`src/rtl/fetch_pkg.sv`:
```
// Shared types and defaults for the instruction-fetch stage.
// One buffer entry pairs an instruction word with the address it was fetched from.
package fetch_pkg;

  localparam int          XLEN         = 32;
  localparam logic [31:0] DEF_RESET_PC = 32'h0000_0000;
  localparam int          DEF_DEPTH    = 2;
  localparam int          INSTR_BYTES  = 4;

  typedef struct packed {
    logic [XLEN-1:0] pc;
    logic [XLEN-1:0] instr;
  } fetch_entry_t;

endpackage

```
`src/rtl/fetch_buffer.sv`:
```
// DEPTH-entry synchronous FIFO of fetch entries; head is a registered read, no bypass.
// Flush empties the FIFO and overrides a same-cycle push; pushes into a full FIFO are refused.
module fetch_buffer
  import fetch_pkg::*;
#(
  parameter int DEPTH = DEF_DEPTH
) (
  input  logic                         clk,
  input  logic                         rst,
  input  logic                         i_push,
  input  fetch_entry_t                 i_push_dat,
  input  logic                         i_pop,
  input  logic                         i_flush,
  output fetch_entry_t                 o_head,
  output logic [$clog2(DEPTH+1)-1:0]   o_count,
  output logic                         o_full,
  output logic                         o_empty
);

  localparam int CW = $clog2(DEPTH + 1);
  localparam int PW = (DEPTH > 1) ? $clog2(DEPTH) : 1;

  fetch_entry_t  r_mem [DEPTH];
  logic [PW-1:0] r_wr_ptr;
  logic [PW-1:0] r_rd_ptr;
  logic [CW-1:0] r_count;
  logic          w_do_push;
  logic          w_do_pop;

  function automatic logic [PW-1:0] ptr_inc(input logic [PW-1:0] p);
    return (p == PW'(DEPTH - 1)) ? '0 : p + PW'(1);
  endfunction

  assign o_count   = r_count;
  assign o_empty   = (r_count == '0);
  assign o_full    = (r_count == CW'(DEPTH));
  assign o_head    = r_mem[r_rd_ptr];
  assign w_do_pop  = i_pop && !o_empty && !i_flush;
  assign w_do_push = i_push && !i_flush && (!o_full || w_do_pop);

  always_ff @(posedge clk) begin
    if (rst) begin
      r_wr_ptr <= '0;
      r_rd_ptr <= '0;
      r_count  <= '0;
      for (int i = 0; i < DEPTH; i++) r_mem[i] <= '0;
    end else if (i_flush) begin
      r_wr_ptr <= '0;
      r_rd_ptr <= '0;
      r_count  <= '0;
    end else begin
      if (w_do_push) begin
        r_mem[r_wr_ptr] <= i_push_dat;
        r_wr_ptr        <= ptr_inc(r_wr_ptr);
      end
      if (w_do_pop) r_rd_ptr <= ptr_inc(r_rd_ptr);
      if (w_do_push && !w_do_pop)      r_count <= r_count + CW'(1);
      else if (!w_do_push && w_do_pop) r_count <= r_count - CW'(1);
    end
  end

endmodule

```
`src/rtl/fetch_unit.sv`:
```
// Instruction fetch: in-order imem requests, DEPTH-entry response buffer, taken-branch redirect.
// Response in cycle k is presented in k+1; requests are credit-limited so the buffer never overflows.
module fetch_unit
  import fetch_pkg::*;
#(
  parameter int           N        = XLEN,
  parameter logic [N-1:0] RESET_PC = DEF_RESET_PC,
  parameter int           DEPTH    = DEF_DEPTH
) (
  input  logic         clk,
  input  logic         rst,
  input  logic         PC_sel,
  input  logic [N-1:0] branch_target,
  input  logic         stall,
  output logic         imem_req,
  output logic [N-1:0] imem_addr,
  input  logic         imem_ready,
  input  logic         imem_rvalid,
  input  logic [N-1:0] imem_rdata,
  output logic         valid_out,
  output logic [N-1:0] instr_out,
  output logic [N-1:0] PC_out,
  output logic [N-1:0] NPC_out
);

  localparam int CW = $clog2(DEPTH + 1);

  logic [N-1:0]  r_fetch_pc;
  logic [N-1:0]  r_resp_pc;
  logic [CW-1:0] r_out_cnt;
  logic [CW-1:0] r_drop_cnt;
  logic [CW-1:0] w_buf_count;
  logic [CW:0]   w_pending;
  logic [CW:0]   w_redir_drop;
  logic          w_buf_empty;
  logic          w_buf_full;
  logic          w_valid;
  logic          w_pop;
  logic          w_accept;
  logic          w_keep;
  logic          w_push;
  logic [N-1:0]  w_pc_out;
  fetch_entry_t  w_head;
  fetch_entry_t  w_push_dat;

  assign w_valid = !rst && !PC_sel && !w_buf_empty;
  assign w_pop   = w_valid && !stall;

  // A head entry leaving this cycle frees its slot immediately, which is what sustains 1 instr/cycle.
  assign w_pending = {1'b0, r_out_cnt} + {1'b0, w_buf_count} - (CW+1)'(w_pop);
  assign imem_req  = !rst && !PC_sel && (w_pending < (CW+1)'(DEPTH));
  assign imem_addr = r_fetch_pc;
  assign w_accept  = imem_req && imem_ready;

  assign w_keep     = imem_rvalid && (r_drop_cnt == '0) && !PC_sel;
  assign w_push     = w_keep && (!w_buf_full || w_pop);
  assign w_push_dat = '{pc: r_resp_pc, instr: imem_rdata};

  // Everything still owed by memory becomes stale; a response landing in the redirect cycle is already paid.
  assign w_redir_drop = {1'b0, r_drop_cnt} + {1'b0, r_out_cnt} - (CW+1)'(imem_rvalid);

  always_ff @(posedge clk) begin
    if (rst) begin
      r_fetch_pc <= RESET_PC;
      r_resp_pc  <= RESET_PC;
      r_out_cnt  <= '0;
      r_drop_cnt <= '0;
    end else if (PC_sel) begin
      r_fetch_pc <= branch_target;
      r_resp_pc  <= branch_target;
      r_out_cnt  <= '0;
      r_drop_cnt <= w_redir_drop[CW-1:0];
    end else begin
      if (w_accept) r_fetch_pc <= r_fetch_pc + N'(INSTR_BYTES);
      if (w_keep)   r_resp_pc  <= r_resp_pc + N'(INSTR_BYTES);
      r_out_cnt <= r_out_cnt + CW'(w_accept) - CW'(w_keep);
      if (imem_rvalid && (r_drop_cnt != '0)) r_drop_cnt <= r_drop_cnt - CW'(1);
    end
  end

  fetch_buffer #(.DEPTH(DEPTH)) u_buf (
    .clk        (clk),
    .rst        (rst),
    .i_push     (w_push),
    .i_push_dat (w_push_dat),
    .i_pop      (w_pop),
    .i_flush    (PC_sel),
    .o_head     (w_head),
    .o_count    (w_buf_count),
    .o_full     (w_buf_full),
    .o_empty    (w_buf_empty)
  );

  assign w_pc_out  = rst ? RESET_PC : w_head.pc;
  assign valid_out = w_valid;
  assign instr_out = rst ? '0 : w_head.instr;
  assign PC_out    = w_pc_out;
  assign NPC_out   = w_pc_out + N'(INSTR_BYTES);

endmodule

```
`config.mk`:
```
export PLATFORM = sky130hd
export DESIGN_NAME = fetch_unit
export DESIGN_NICKNAME = d
export VERILOG_FILES = /design/src/rtl/fetch_pkg.sv /design/src/rtl/fetch_buffer.sv /design/src/rtl/fetch_unit.sv
export SDC_FILE = /design/constraint.sdc
export NUM_CORES = 1
export LEC_CHECK = 0
export ABC_AREA = 1
export CAP_MARGIN = 30
export CELL_PAD_IN_SITES_DETAIL_PLACEMENT = 1
export CELL_PAD_IN_SITES_GLOBAL_PLACEMENT = 1
export CORE_ASPECT_RATIO = 2
export CORE_MARGIN = 2
export CORE_UTILIZATION = 39
export CTS_CLUSTER_DIAMETER = 50
export DETAILED_ROUTE_END_ITERATION = 8
export PLACE_DENSITY_LB_ADDON = 0.15
export SKIP_CTS_REPAIR_TIMING = 1
export SYNTH_ARGS = -nofsm -noshare
export SYNTH_HDL_FRONTEND = slang
export SYNTH_SLANG_ARGS = --single-unit
```
`constraint.sdc`:
```
create_clock -name clk -period 4.1 [get_ports clk]
set_clock_uncertainty 0.15 [all_clocks]
set_input_delay 0.41 -clock clk [delete_from_list [all_inputs] [get_ports clk]]
set_output_delay 0.41 -clock clk [all_outputs]
set_load 0.01 [all_outputs]
```
Word-level counts from Yosys, hierarchy flattened. Memories as Yosys holds them, arrays and structs flattened. A register that Yosys moved wholly into a read port is not among the register bits. Index checks and enable logic that the tools add are counted.

Register bits: 72. RAM bits: 128. Input bits: 70. Output and inout port bits: 130. Word-level logic and storage cells: 80. Memories kept: 1.

Add/sub/neg operators: 14. $lt $le $gt $ge: 1. Eq/ne operators: 1. Multiplexer cells: 23. Reduce and logical (&&, ||, !) cells: 33.

Memories: u_buf.r_mem (depth 2, bits a word 64, rd ports 1, clocked after Yosys merged registers in 1, write ports 2, line fetch_buffer.sv:23) `fetch_entry_t r_mem [DEPTH];`.

Operators by type and width (count): $mux 32 (6); $add 32x3->32 const B (3); $mux 64 (1); $reduce_or 64->1 (1); $logic_and 1x1->1 (15); $mux 1 (12); $reduce_bool 2->1 (5); $mux 2 (4); $logic_not 1->1 (7); $logic_not 2->1 (2); $sub 2x1->2 (2); $sub 2x1->2 const B (2); $add 2x2->3 (1); $lt 3x2->1 const B (1); $sub 3x1->3 (1); $add 1x1->1 const B (2); $add 2x1->2 (1); $add 2x1->2 const B (1); $add 2x2->2 (1); $eq 2x2->1 const B (1); $logic_or 1x1->1 (2); $reduce_or 2->1 (1).

Depth between registers and ports, before layout.
Depth after elaboration: 14. Gate-level depth with buffers: 21.

Modules after synthesis. A second synthesis with hierarchy kept.

Cell total of the unflattened synthesis: 1528. Area, all modules: 12254.3 µm².

Modules (own cells, without submodules): fetch_buffer (times used 1, cells an instance 451, area an instance 6160.9 µm², sequential area each 3943.8 µm²); fetch_unit (times used 1, cells an instance 1077, area an instance 6093.3 µm², sequential area each 1361.3 µm²).

Worst setup path after synthesis. No wires, ideal clock.

Kind: input port to flip-flop. From: input port PC_sel. To: memory u_buf.r_mem[0][0] in the netlist's numbering (enable). Library setup time: 424 ps. Data arrival time: 2979 ps. Required time: 3526 ps. Setup slack: 547 ps. Cell stages on the path: 10. Buffers on the path: 3. Cell sequence: buf_4 > clkinv_4 > nand2_4 > a21oi_2 > nand2_2 > a31oi_4 > nand3b_2 > buf_6 > buf_6 > nand2_1.

RTL lines: start: declaration (line fetch_unit.sv:12) `input logic PC_sel,`; end: declaration (line fetch_buffer.sv:23).

==> impl_metrics.tcl <==
set metrics [dict create \
    status "finished, final reports clean" \
    slowest_stage "clkdlybuf4s50_1" \
    dp_hpwl_um 31600 \
    finalSetupViolations 0 \
    fp-row-count 89 \
    drc_errors 0 \
    drive_above_1_share_pct 7.67 \
    io_buffers 199 \
    drv_slew 0 \
    finalWorstPathRequiredPeriod_ps 3780 \
    syn2layout_area_growth_pct 28.0 \
    whs_ps 328 \
    cts_made_buffers 21 \
    yosysUniqueCellTypes 38 \
    drt_first_iter_violations 437 \
    die_h_um 248 \
    cts.clk_slew.worst_paths_ps 70 \
    cts.sinks 201 \
    post-route-util_pct 50.6 \
    avgSynthCellArea_um2 7.15 \
    ctsHtreeMaxLevel 1 \
    hold_viol_final 0 \
    crit_chain "buf_12 > nor2_1 > nor2_1 > o21ai_0 > inv_1 > ha_1 > inv_1 > nor2_1 > nand2_1 > nor2_2 > nand4_1 > nand2_1 > clkdlybuf4s50_1" \
    maxSlewHeadroom_pct 31.1 \
    syn_area_um2 11700 \
    n_antenna_cell 0 \
    peakVddDrop_mv 0.331 \
    crit_top_cell "nor2_1" \
    worstPathArrival_ps 3220 \
    grt_max_degree 88 \
    cts_tree "built" \
    yosysWarningCount 0 \
    synth-seq-cells 201 \
    fin_crit_sh_pct 92.2 \
    start_util_pct 39.5 \
    critPathKind "register to output port" \
    synth_nets 1713 \
    async_flop_share_pct 0 \
    cts_buffer_depth 3 \
    nNetsFinal 1919 \
    reg2reg_depth 17 \
    crit_path_max_incr_delay_ps 530 \
    grt_overflow_total 0 \
    design_area_um2 14900 \
    synth_area_leaders "edfxtp_1 33%, nand2_1 13%, dfxtp_1 13%" \
    yosys-top-cells-count "400 x nand2_1, 333 x nor2_1, 217 x inv_1" \
    drv_cap 0 \
    wl_um 42000 \
    setup_tns_ps 0 \
    power_density_nw_per_um2 340 \
    worstPathRequired_ps 3540 \
    post-place-ws_ps 295 \
    holdPathStages 2 \
    viasPerCell 5.15 \
    antenna_found_initial 0 \
    synth_flop_cell "edfxtp_1" \
    place_congestion 0.958 \
    clkLatencyLatePin_ps 510 \
    clockRootBuffer "clkbuf_16" \
    cp-start-kind "register" \
    end_kind "output port" \
    dieArea_um2 31400 \
    tightest_slew_ps 1030 \
    grt_pass1_wl_um 65300 \
    synth_top_cell_area_share_pct 33.0 \
    antenna_left 0 \
    setup_ws_ps 319 \
    place_area_um2 14200 \
    fmax_ghz 0.264 \
    p_leak_nw 6.25 \
    synth_edf_count 128 \
    grt_setup_unrepaired "false" \
    yosysMostFrequentCell "nand2_1" \
    num_vias 11400 \
    hold_path_class "register to register" \
    first_global_vias 12400 \
    pin_count 200 \
    syn_inst 1631 \
    dieWidth_um 126 \
    drt_pass1_iterations 4 \
    worstPathMaxFanout 34 \
    core_area_um2 29500 \
    wl_per_cell_um 19.0 \
    grt.total_usage_pct 26.4 \
    synth_top_cell_by_area "edfxtp_1" \
    yosysSeqAreaShare_pct 45.5 \
]
## through the flow
| stage | power [W] | instances |
|---|---|---|
| after floorplan | 0.00274 | 1631 |
| after global placement | 0.00309 | 2177 |
| after detailed placement | 0.00312 | 2177 |
| after CTS | 0.00512 | 2214 |
| after global routing | 0.00526 | 2215 |
| final | 0.00507 | 2215 |
## layer usage
| layer | global-route usage, % | up-vias | share of wire, % |
|---|---|---|---|
| li1 | - | 5565 | - |
| met4 | 17.9 | 0 | 8.1 |
| met2 | 52.2 | 282 | 55 |
| met3 | 2.50 | 122 | 3.1 |
| met1 | 24.6 | 5438 | 34 |
| met5 | 0 | - | 0 |
## area by class of cell
type                       instances  area (µm²)
sequential                       201        5310
tap                              364         455
inverter                         221         843
multi-input combinational       1148        5200
fill                            3759       14600
clock buffer                      25         551
clock inverter                    12         151
timing repair buffer             244        2410
## layout by cell type, fill, tap and decap left out, types with 4 or more instances in the layout
master	synthesis	final
nand2_1	400	398
nor3_1	9	9
nor2_2	49	49
dfxtp_1	73	72
clkbuf_16	0	22
xnor2_1	4	4
nor2_1	333	333
edfxtp_1	128	128
inv_1	217	217
xor2_1	20	20
ha_1	11	11
o21ai_0	104	104
buf_4	7	39
o22ai_1	7	7
o211ai_1	5	5
a31oi_1	8	8
nand4_1	15	15
nand3_1	112	112
a21oi_1	54	54
buf_12	0	5
clkdlybuf4s50_1	0	199
## power breakdown
group          switching, W  internal [W]  leakage [nW]  total, W
Sequential        0.0000766       0.00226          1.93   0.00234
Combinational      0.000427      0.000304          3.98  0.000731
Clock              0.000839       0.00116         0.339   0.00200
## cells by family (layout without fill, tap and decap cells)
logic type	after synthesis	after routing	share of synthesized area (%)
AND/OR/NAND/NOR	927	927	32.9
adder cells (fa/ha/maj)	12	12	1.35
AO/OA/AOI/OAI	185	185	8.49
XOR/XNOR	24	24	1.80
buffers and inverters	282	502	9.97
flip-flops	201	201	45.5
## state kept, by name (all words and copies together) (netlist names), named ones only
signal,cells
u_buf.r_mem,128
imem_addr,32
r_resp_pc,32
r_drop_cnt,2
r_out_cnt,2
u_buf.o_count,2
u_buf.r_rd_ptr,1
u_buf.r_wr_ptr,1
## worst paths after layout
check                                      from                   endpoint  slack (ps)
hold reg to reg       imem_addr[0]$_SDFFE_PP0P_  imem_addr[0]$_SDFFE_PP0P_         330
hold / removal        imem_addr[0]$_SDFFE_PP0P_  imem_addr[0]$_SDFFE_PP0P_         330
setup / recovery                       register                NPC_out[20]         320
setup reg to reg  u_buf.o_count[0]$_SDFFE_PP0P_    r_out_cnt[1]$_SDFF_PP0_         870
## critical path: cells and delay by family, from the launching register on
kind	cells	cell delay, ps
adder cells (fa/ha/maj)	1	140
AND/OR/NAND/NOR	7	1040
AO/OA/AOI/OAI	1	110
buffers and inverters	4	900
flip-flops	1	520
Note: power is estimated with default switching activity, not from simulation.
